## config.mk

```make
export PLATFORM = sky130hd
export DESIGN_NAME = data_mem_tlul_host
export DESIGN_NICKNAME = d
export VERILOG_FILES = /design/src/rtl/data_mem_tlul_host_pkg.sv /design/src/rtl/tlul_pkg.sv /design/src/rtl/data_mem_tlul_be_decode.sv /design/src/rtl/data_mem_tlul_host.sv
export SDC_FILE = /design/constraint.sdc
export NUM_CORES = 1
export LEC_CHECK = 0
export CAP_MARGIN = 15
export CELL_PAD_IN_SITES_DETAIL_PLACEMENT = 0
export CELL_PAD_IN_SITES_GLOBAL_PLACEMENT = 1
export CORE_ASPECT_RATIO = 2
export CORE_UTILIZATION = 31
export CTS_BUF_LIST = sky130_fd_sc_hd__clkbuf_8 sky130_fd_sc_hd__clkbuf_16
export CTS_CLUSTER_SIZE = 14
export DETAILED_ROUTE_END_ITERATION = 8
export PLACE_DENSITY_LB_ADDON = 0.1
export SLEW_MARGIN = 20
export SYNTH_ARGS = -nofsm -noshare
export SYNTH_HDL_FRONTEND = slang
export SYNTH_HIERARCHICAL = 1
export SYNTH_SLANG_ARGS = --single-unit
export TNS_END_PERCENT = 10
```

## constraint.sdc

```tcl
create_clock -name clk_i -period 4.7 [get_ports clk_i]
set_input_delay 0.94 -clock clk_i [delete_from_list [all_inputs] [get_ports clk_i]]
set_output_delay 0.94 -clock clk_i [all_outputs]
set_load 0.03 [all_outputs]
```

## src/rtl/data_mem_tlul_host_pkg.sv

```systemverilog
// Shared FSM states, size encodings and byte-enable decode for the TL-UL data host.
package data_mem_tlul_host_pkg;

    typedef enum logic [1:0] {
        IDLE  = 2'd0,
        AREQ  = 2'd1,
        DWAIT = 2'd2,
        LERR  = 2'd3
    } host_state_e;

    localparam logic [1:0] SIZE_BYTE = 2'd0;
    localparam logic [1:0] SIZE_HALF = 2'd1;
    localparam logic [1:0] SIZE_WORD = 2'd2;

    typedef struct packed {
        logic [1:0] size;
        logic [1:0] offset;
        logic       legal;
    } be_decode_t;

    // Anything that is not a single byte or an aligned half goes out as a full word.
    function automatic be_decode_t decode_be(input logic [3:0] be);
        be_decode_t d;
        d.legal  = |be;
        d.size   = SIZE_WORD;
        d.offset = 2'b00;
        case (be)
            4'h1: begin d.size = SIZE_BYTE; d.offset = 2'd0; end
            4'h2: begin d.size = SIZE_BYTE; d.offset = 2'd1; end
            4'h4: begin d.size = SIZE_BYTE; d.offset = 2'd2; end
            4'h8: begin d.size = SIZE_BYTE; d.offset = 2'd3; end
            4'h3: begin d.size = SIZE_HALF; d.offset = 2'd0; end
            4'hC: begin d.size = SIZE_HALF; d.offset = 2'd2; end
            default: ;
        endcase
        return d;
    endfunction

endpackage

```

## src/rtl/tlul_pkg.sv

```systemverilog
// TL-UL channel types and opcode encodings used by the data-side host adapter.
package tlul_pkg;

    localparam logic [2:0] PutFullData    = 3'h0;
    localparam logic [2:0] PutPartialData = 3'h1;
    localparam logic [2:0] Get            = 3'h4;
    localparam logic [2:0] AccessAck      = 3'h0;
    localparam logic [2:0] AccessAckData  = 3'h1;

    localparam logic [13:0] TL_A_USER_DEFAULT = 14'h0;

    typedef struct packed {
        logic        a_valid;
        logic [2:0]  a_opcode;
        logic [2:0]  a_param;
        logic [1:0]  a_size;
        logic [7:0]  a_source;
        logic [31:0] a_address;
        logic [3:0]  a_mask;
        logic [31:0] a_data;
        logic [13:0] a_user;
        logic        d_ready;
    } tl_h2d_t;

    typedef struct packed {
        logic        d_valid;
        logic [2:0]  d_opcode;
        logic [7:0]  d_source;
        logic [31:0] d_data;
        logic        d_error;
        logic        a_ready;
    } tl_d2h_t;

endpackage

```

## src/rtl/data_mem_tlul_be_decode.sv

```systemverilog
// Combinational byte-enable decoder: TL-UL size, address low bits and legality.
module data_mem_tlul_be_decode
    import data_mem_tlul_host_pkg::*;
(
    input  logic [3:0] be,
    output logic [1:0] size,
    output logic [1:0] offset,
    output logic       legal
);

    be_decode_t dec;

    always_comb begin
        dec    = decode_be(be);
        size   = dec.size;
        offset = dec.offset;
        legal  = dec.legal;
    end

endmodule

```

## src/rtl/data_mem_tlul_host.sv

```systemverilog
// Core data port to TL-UL host adapter, one transaction in flight, A channel fully registered.
// Optional error address capture enabled by DATA_MEM_TLUL_HOST_ERR_CAPTURE_EN.
module data_mem_tlul_host
    import data_mem_tlul_host_pkg::*;
#(
    parameter int AddrWidth = 32,
    parameter int DataWidth = 32,
    parameter int SourceId  = 0
) (
    input  logic                 clk_i,
    input  logic                 rst_ni,
    input  logic                 data_req_i,
    output logic                 data_gnt_o,
    input  logic                 data_we_i,
    input  logic [3:0]           data_be_i,
    input  logic [AddrWidth-1:0] data_addr_i,
    input  logic [DataWidth-1:0] data_wdata_i,
    output logic                 data_rvalid_o,
    output logic [DataWidth-1:0] data_rdata_o,
    output logic                 data_err_o,
    output tlul_pkg::tl_h2d_t    tl_h_o,
    input  tlul_pkg::tl_d2h_t    tl_h_i
`ifdef DATA_MEM_TLUL_HOST_ERR_CAPTURE_EN
    ,
    output logic [AddrWidth-1:0] err_addr_o,
    output logic                 err_valid_o,
    input  logic                 err_clr_i
`endif
);

    localparam logic [7:0] SrcId = 8'(SourceId);

    host_state_e          state_q;
    logic                 a_valid_q;
    logic                 d_ready_q;
    logic                 we_q;
    logic [3:0]           be_q;
    logic [AddrWidth-1:0] addr_q;
    logic [DataWidth-1:0] wdata_q;
    logic [2:0]           opcode_q;
    logic [1:0]           size_q;
    logic [31:0]          a_address_q;
    logic                 rvalid_q;
    logic                 err_q;
    logic [DataWidth-1:0] rdata_q;

    logic [1:0]  dec_size;
    logic [1:0]  dec_offset;
    logic        dec_legal;
    logic [2:0]  req_opcode;
    logic [31:0] req_address;
    logic [2:0]  exp_d_opcode;
    logic        rsp_err;

    data_mem_tlul_be_decode u_be_decode (
        .be     (data_be_i),
        .size   (dec_size),
        .offset (dec_offset),
        .legal  (dec_legal)
    );

    // The rvalid cycle is held off so a new request never overlaps a completion.
    assign data_gnt_o = (state_q == IDLE) && data_req_i && !rvalid_q;

    always_comb begin
        req_opcode = tlul_pkg::Get;
        if (data_we_i) begin
            req_opcode = (data_be_i == 4'hF) ? tlul_pkg::PutFullData : tlul_pkg::PutPartialData;
        end
        req_address = 32'({data_addr_i[AddrWidth-1:2], dec_offset});
    end

    always_comb begin
        exp_d_opcode = we_q ? tlul_pkg::AccessAck : tlul_pkg::AccessAckData;
        rsp_err      = tl_h_i.d_error
                     | (tl_h_i.d_opcode != exp_d_opcode)
                     | (tl_h_i.d_source != SrcId);
    end

    always_ff @(posedge clk_i or negedge rst_ni) begin
        if (!rst_ni) begin
            state_q     <= IDLE;
            a_valid_q   <= 1'b0;
            d_ready_q   <= 1'b0;
            we_q        <= 1'b0;
            be_q        <= '0;
            addr_q      <= '0;
            wdata_q     <= '0;
            opcode_q    <= '0;
            size_q      <= '0;
            a_address_q <= '0;
            rvalid_q    <= 1'b0;
            err_q       <= 1'b0;
            rdata_q     <= '0;
        end else begin
            rvalid_q <= 1'b0;
            err_q    <= 1'b0;
            rdata_q  <= '0;
            case (state_q)
                IDLE: begin
                    if (data_gnt_o) begin
                        we_q        <= data_we_i;
                        be_q        <= data_be_i;
                        addr_q      <= data_addr_i;
                        wdata_q     <= data_wdata_i;
                        opcode_q    <= req_opcode;
                        size_q      <= dec_size;
                        a_address_q <= req_address;
                        if (dec_legal) begin
                            a_valid_q <= 1'b1;
                            state_q   <= AREQ;
                        end else begin
                            state_q   <= LERR;
                        end
                    end
                end
                AREQ: begin
                    if (tl_h_i.a_ready) begin
                        a_valid_q <= 1'b0;
                        d_ready_q <= 1'b1;
                        state_q   <= DWAIT;
                    end
                end
                DWAIT: begin
                    if (tl_h_i.d_valid) begin
                        d_ready_q <= 1'b0;
                        rvalid_q  <= 1'b1;
                        err_q     <= rsp_err;
                        rdata_q   <= (!we_q && !rsp_err) ? tl_h_i.d_data : '0;
                        state_q   <= IDLE;
                    end
                end
                LERR: begin
                    rvalid_q <= 1'b1;
                    err_q    <= 1'b1;
                    state_q  <= IDLE;
                end
                default: state_q <= IDLE;
            endcase
        end
    end

    always_comb begin
        tl_h_o           = '0;
        tl_h_o.a_valid   = a_valid_q;
        tl_h_o.a_opcode  = opcode_q;
        tl_h_o.a_param   = 3'h0;
        tl_h_o.a_size    = size_q;
        tl_h_o.a_source  = SrcId;
        tl_h_o.a_address = a_address_q;
        tl_h_o.a_mask    = be_q;
        tl_h_o.a_data    = wdata_q;
        tl_h_o.a_user    = tlul_pkg::TL_A_USER_DEFAULT;
        tl_h_o.d_ready   = d_ready_q;
    end

    assign data_rvalid_o = rvalid_q;
    assign data_err_o    = err_q;
    assign data_rdata_o  = rdata_q;

`ifdef DATA_MEM_TLUL_HOST_ERR_CAPTURE_EN
    logic                 err_event;
    logic                 err_valid_q;
    logic [AddrWidth-1:0] err_addr_q;

    assign err_event = ((state_q == DWAIT) && tl_h_i.d_valid && rsp_err) || (state_q == LERR);

    // A fresh error beats a simultaneous clear so it is never lost.
    always_ff @(posedge clk_i or negedge rst_ni) begin
        if (!rst_ni) begin
            err_valid_q <= 1'b0;
            err_addr_q  <= '0;
        end else if (err_event && (!err_valid_q || err_clr_i)) begin
            err_valid_q <= 1'b1;
            err_addr_q  <= addr_q;
        end else if (err_clr_i) begin
            err_valid_q <= 1'b0;
        end
    end

    assign err_valid_o = err_valid_q;
    assign err_addr_o  = err_addr_q;
`endif

endmodule
```

==> impl_metrics.py <==
metrics = {
    "sta": {
        "slew_violations": 0,
        "grt_setup_unrepaired": "false",
        "finalSetupTns_ns": 0,
        "final.min_clock_period_ns": 3.359,
        "hold_viol_final": 0,
        "whs_ns": 0.5068,
        "fmax_mhz": 297.7,
        "setup_viol": 0,
        "fin_crit_sh_pct": 71.47,
        "relSlewSlack_pct": 38.01,
        "skew_ns": 0.01052,
        "worstMarginPinSlew_ns": 0.9298,
    },
    "finish": {
        "post-route-util_pct": 50.73,
        "drive_above_1_share_pct": 22.43,
        "n_antenna_cell": 0,
        "area_delta_synth_final_pct": 60.21,
        "layout.nets": 639,
    },
    "drt": {
        "dr.pass1.iters": 4,
        "totalWireLength_mm": 10.51,
        "drtIter0Drc": 93,
        "drt-wirelength-per-cell_um": 14.70,
        "vias": 3033,
        "drc": 0,
        "antenna_left": 0,
        "vias_per_cell": 4.242,
    },
    "yosys": {
        "synth.distinct_cells": 31,
        "synth_common_cells": "dfrtp_1, mux2_2, buf_4",
        "synthArstFlopShare_pct": 100.0,
        "synth-seq-cells": 111,
        "synth_edf_count": 0,
        "synthMostInstantiatedCell": "dfrtp_1",
        "yosysSeqAreaShare_pct": 63.50,
        "postSynthCellCount": 298,
        "syn_area_um2": 4374,
        "syn_avg_cell_area_um2": 14.68,
        "synth_flop_cell": "dfrtp_1",
        "synth_top_cell_by_area": "dfrtp_1",
        "synth_top_cells_by_area": "dfrtp_1, mux2_2, buf_4",
        "synth_warnings": 6,
        "yosysTopAreaCellShare_pct": 63.50,
    },
    "grt": {
        "use_met2_pct": 26.67,
        "use_met3_pct": 3.492,
        "grt_usage_pct": 14.50,
        "grt_pass1_vias": 3082,
        "grt-ovfl-total": 0,
        "antenna_found_initial": 0,
        "grt_most_used_layer": "met2",
        "gr-usage-met1_pct": 15.01,
        "grt_max_degree": 75,
        "grt_first_pass_wirelength_mm": 15.93,
    },
    "floorplanning": {
        "start_util_pct": 31.66,
        "io-pin-count": 253,
        "rows": 61,
        "die_y_um": 170.0,
        "fp.dieArea_um2": 14620,
        "core_region_area_um2": 13810,
        "die_x_um": 86.00,
    },
    "min_path": {
        "hold_path_class": "reg -> reg",
        "hold_start": "a_address_q[5]",
    },
    "clocking": {
        "cts_root_buf": "clkbuf_16",
        "cts_made_buffers": 9,
        "holdBufCountCts": 0,
        "cts_buffer_depth": 2,
        "cts_resized": 0,
        "numClockSinks": 111,
        "clk_pin_slew_worst_paths_ns": 0.07,
        "clk_latency_ns": 0.34,
        "cts_tree": "built",
        "postCtsSetupRepairBufs": 0,
        "htreeDepth": 3,
    },
    "outcome": {
        "outcome": "finished, final reports clean",
    },
    "placed_design": {
        "dp_hpwl_mm": 7.944,
        "portBuffers": 224,
        "place.gp.congestion": 0.7260,
    },
    "critical_path": {
        "worstPathMaxFanout": 3,
        "r2r-start": "state_q[1]",
        "startpoint_type": "input port",
        "cp.arrival_ns": 2.42,
        "critPathKind": "in -> out",
        "worst_path_most_repeated_cell": "clkdlybuf4s50_1",
        "startpoint": "data_req_i",
        "crit_path_top_delay_cell": "clkdlybuf4s50_1",
        "crit_path_end_kind": "output port",
        "required_ns": 3.76,
        "max_stage_delay_ns": 0.76,
        "cp_cell_sequence": "clkdlybuf4s50_1 > nor4b_4 > clkdlybuf4s50_1",
    },
    "power_and_ir_drop": {
        "powerDensity_nw_per_um2": 620.6,
        "leakage_nw": 2.979,
        "ir_drop_uv": 203.0,
    },
    "flow_run": {
        "maxCapViolCount": 0,
    },
}
-- through the flow --
step	cell area, um2	setup slack, ns	std cells	power [mW]
floorplan	4468	2.282	323	2.736
global placement	6698	1.334	699	3.591
detailed placement	6698	1.324	699	3.625
CTS	7008	1.312	715	4.424
global route	7008	1.261	715	4.580
finish	7008	1.341	715	4.349
-- where the power goes --
part           leakage (nW)  total, mW  switching [mW]  internal, mW
Combinational          1.45       2.09            1.10         0.991
Clock                 0.149      0.780           0.338         0.442
Sequential             1.38       1.48           0.180          1.30
Total                  2.98       4.35            1.62          2.73
-- critical path, delay by kind of cell --
family,cells,cell delay [ns]
and+or+nand+nor,1,0.22
buffers and inverters,2,1.26
-- registers in the layout, indices dropped and copies added (netlist names) --
name	flops
opcode_q	2
data_rdata_o	32
data_rvalid_o	1
d_ready_q	1
state_q	2
be_q	4
a_address_q	32
wdata_q	32
size_q	2
a_valid_q	1
data_err_o	1
we_q	1
-- cell usage in the layout, fill, tap and decap left out, drive strengths merged, types with 2 or more instances in the layout --
master and instances:
a21oi 6, nand2 2, and2 32, clkbuf 11, nor4 2, nor2 2
clkdlybuf4s50 223, clkinvlp 2, buf 5, conb 26, xnor2 3, or4 3
o21ai 6, nor3 2, mux2 71, inv 6, dfrtp 111
-- worst paths after layout --
kind	to	slack [ns]	depth (start not counted)
setup / recovery	data_gnt_o	1.34	3
hold / removal	a_address_q[5]	0.51	1
setup reg to reg	wdata_q[12]	2.56	3
hold reg to reg	a_address_q[5]	0.51	1
max in group asynchronous	a_address_q[29]	3.13	2
min in group asynchronous	a_address_q[6]	0.56	1
-- logic make-up (layout without fill, tap and decap cells) --
family / after synthesis / in the layout / share of synthesized area [%]
DFF: 111 / 111 / 63.50
muxes: 72 / 72 / 18.51
and+or+nand+nor: 51 / 51 / 8.610
buffers and inverters: 46 / 249 / 6.951
AOI/OAI and AO/OA: 14 / 14 / 1.745
xor gates and xnor gates: 3 / 3 / 0.6008
other: 1 / 26 / 0.08573
-- metal layers --
metal	up-vias	wire length, um	share of wire [%]
li1	1405	-	-
met1	1469	3627	34
met2	139	5918	56
met3	20	615	5.8
met4	0	352	3.3
met5	-	0	0
-- cell type report --
cell class / instances / area (um2)
Clock inverter: 5 / 57.56
Fill cell: 1236 / 6807
Timing Repair Buffer: 228 / 2270
Sequential cell: 111 / 2778
Inverter: 5 / 18.77
Tap cell: 189 / 236.5
Multi-Input combinational cell: 166 / 1395
Clock buffer: 11 / 252.7
No activity file was read; power rests on OpenSTA's default activity.
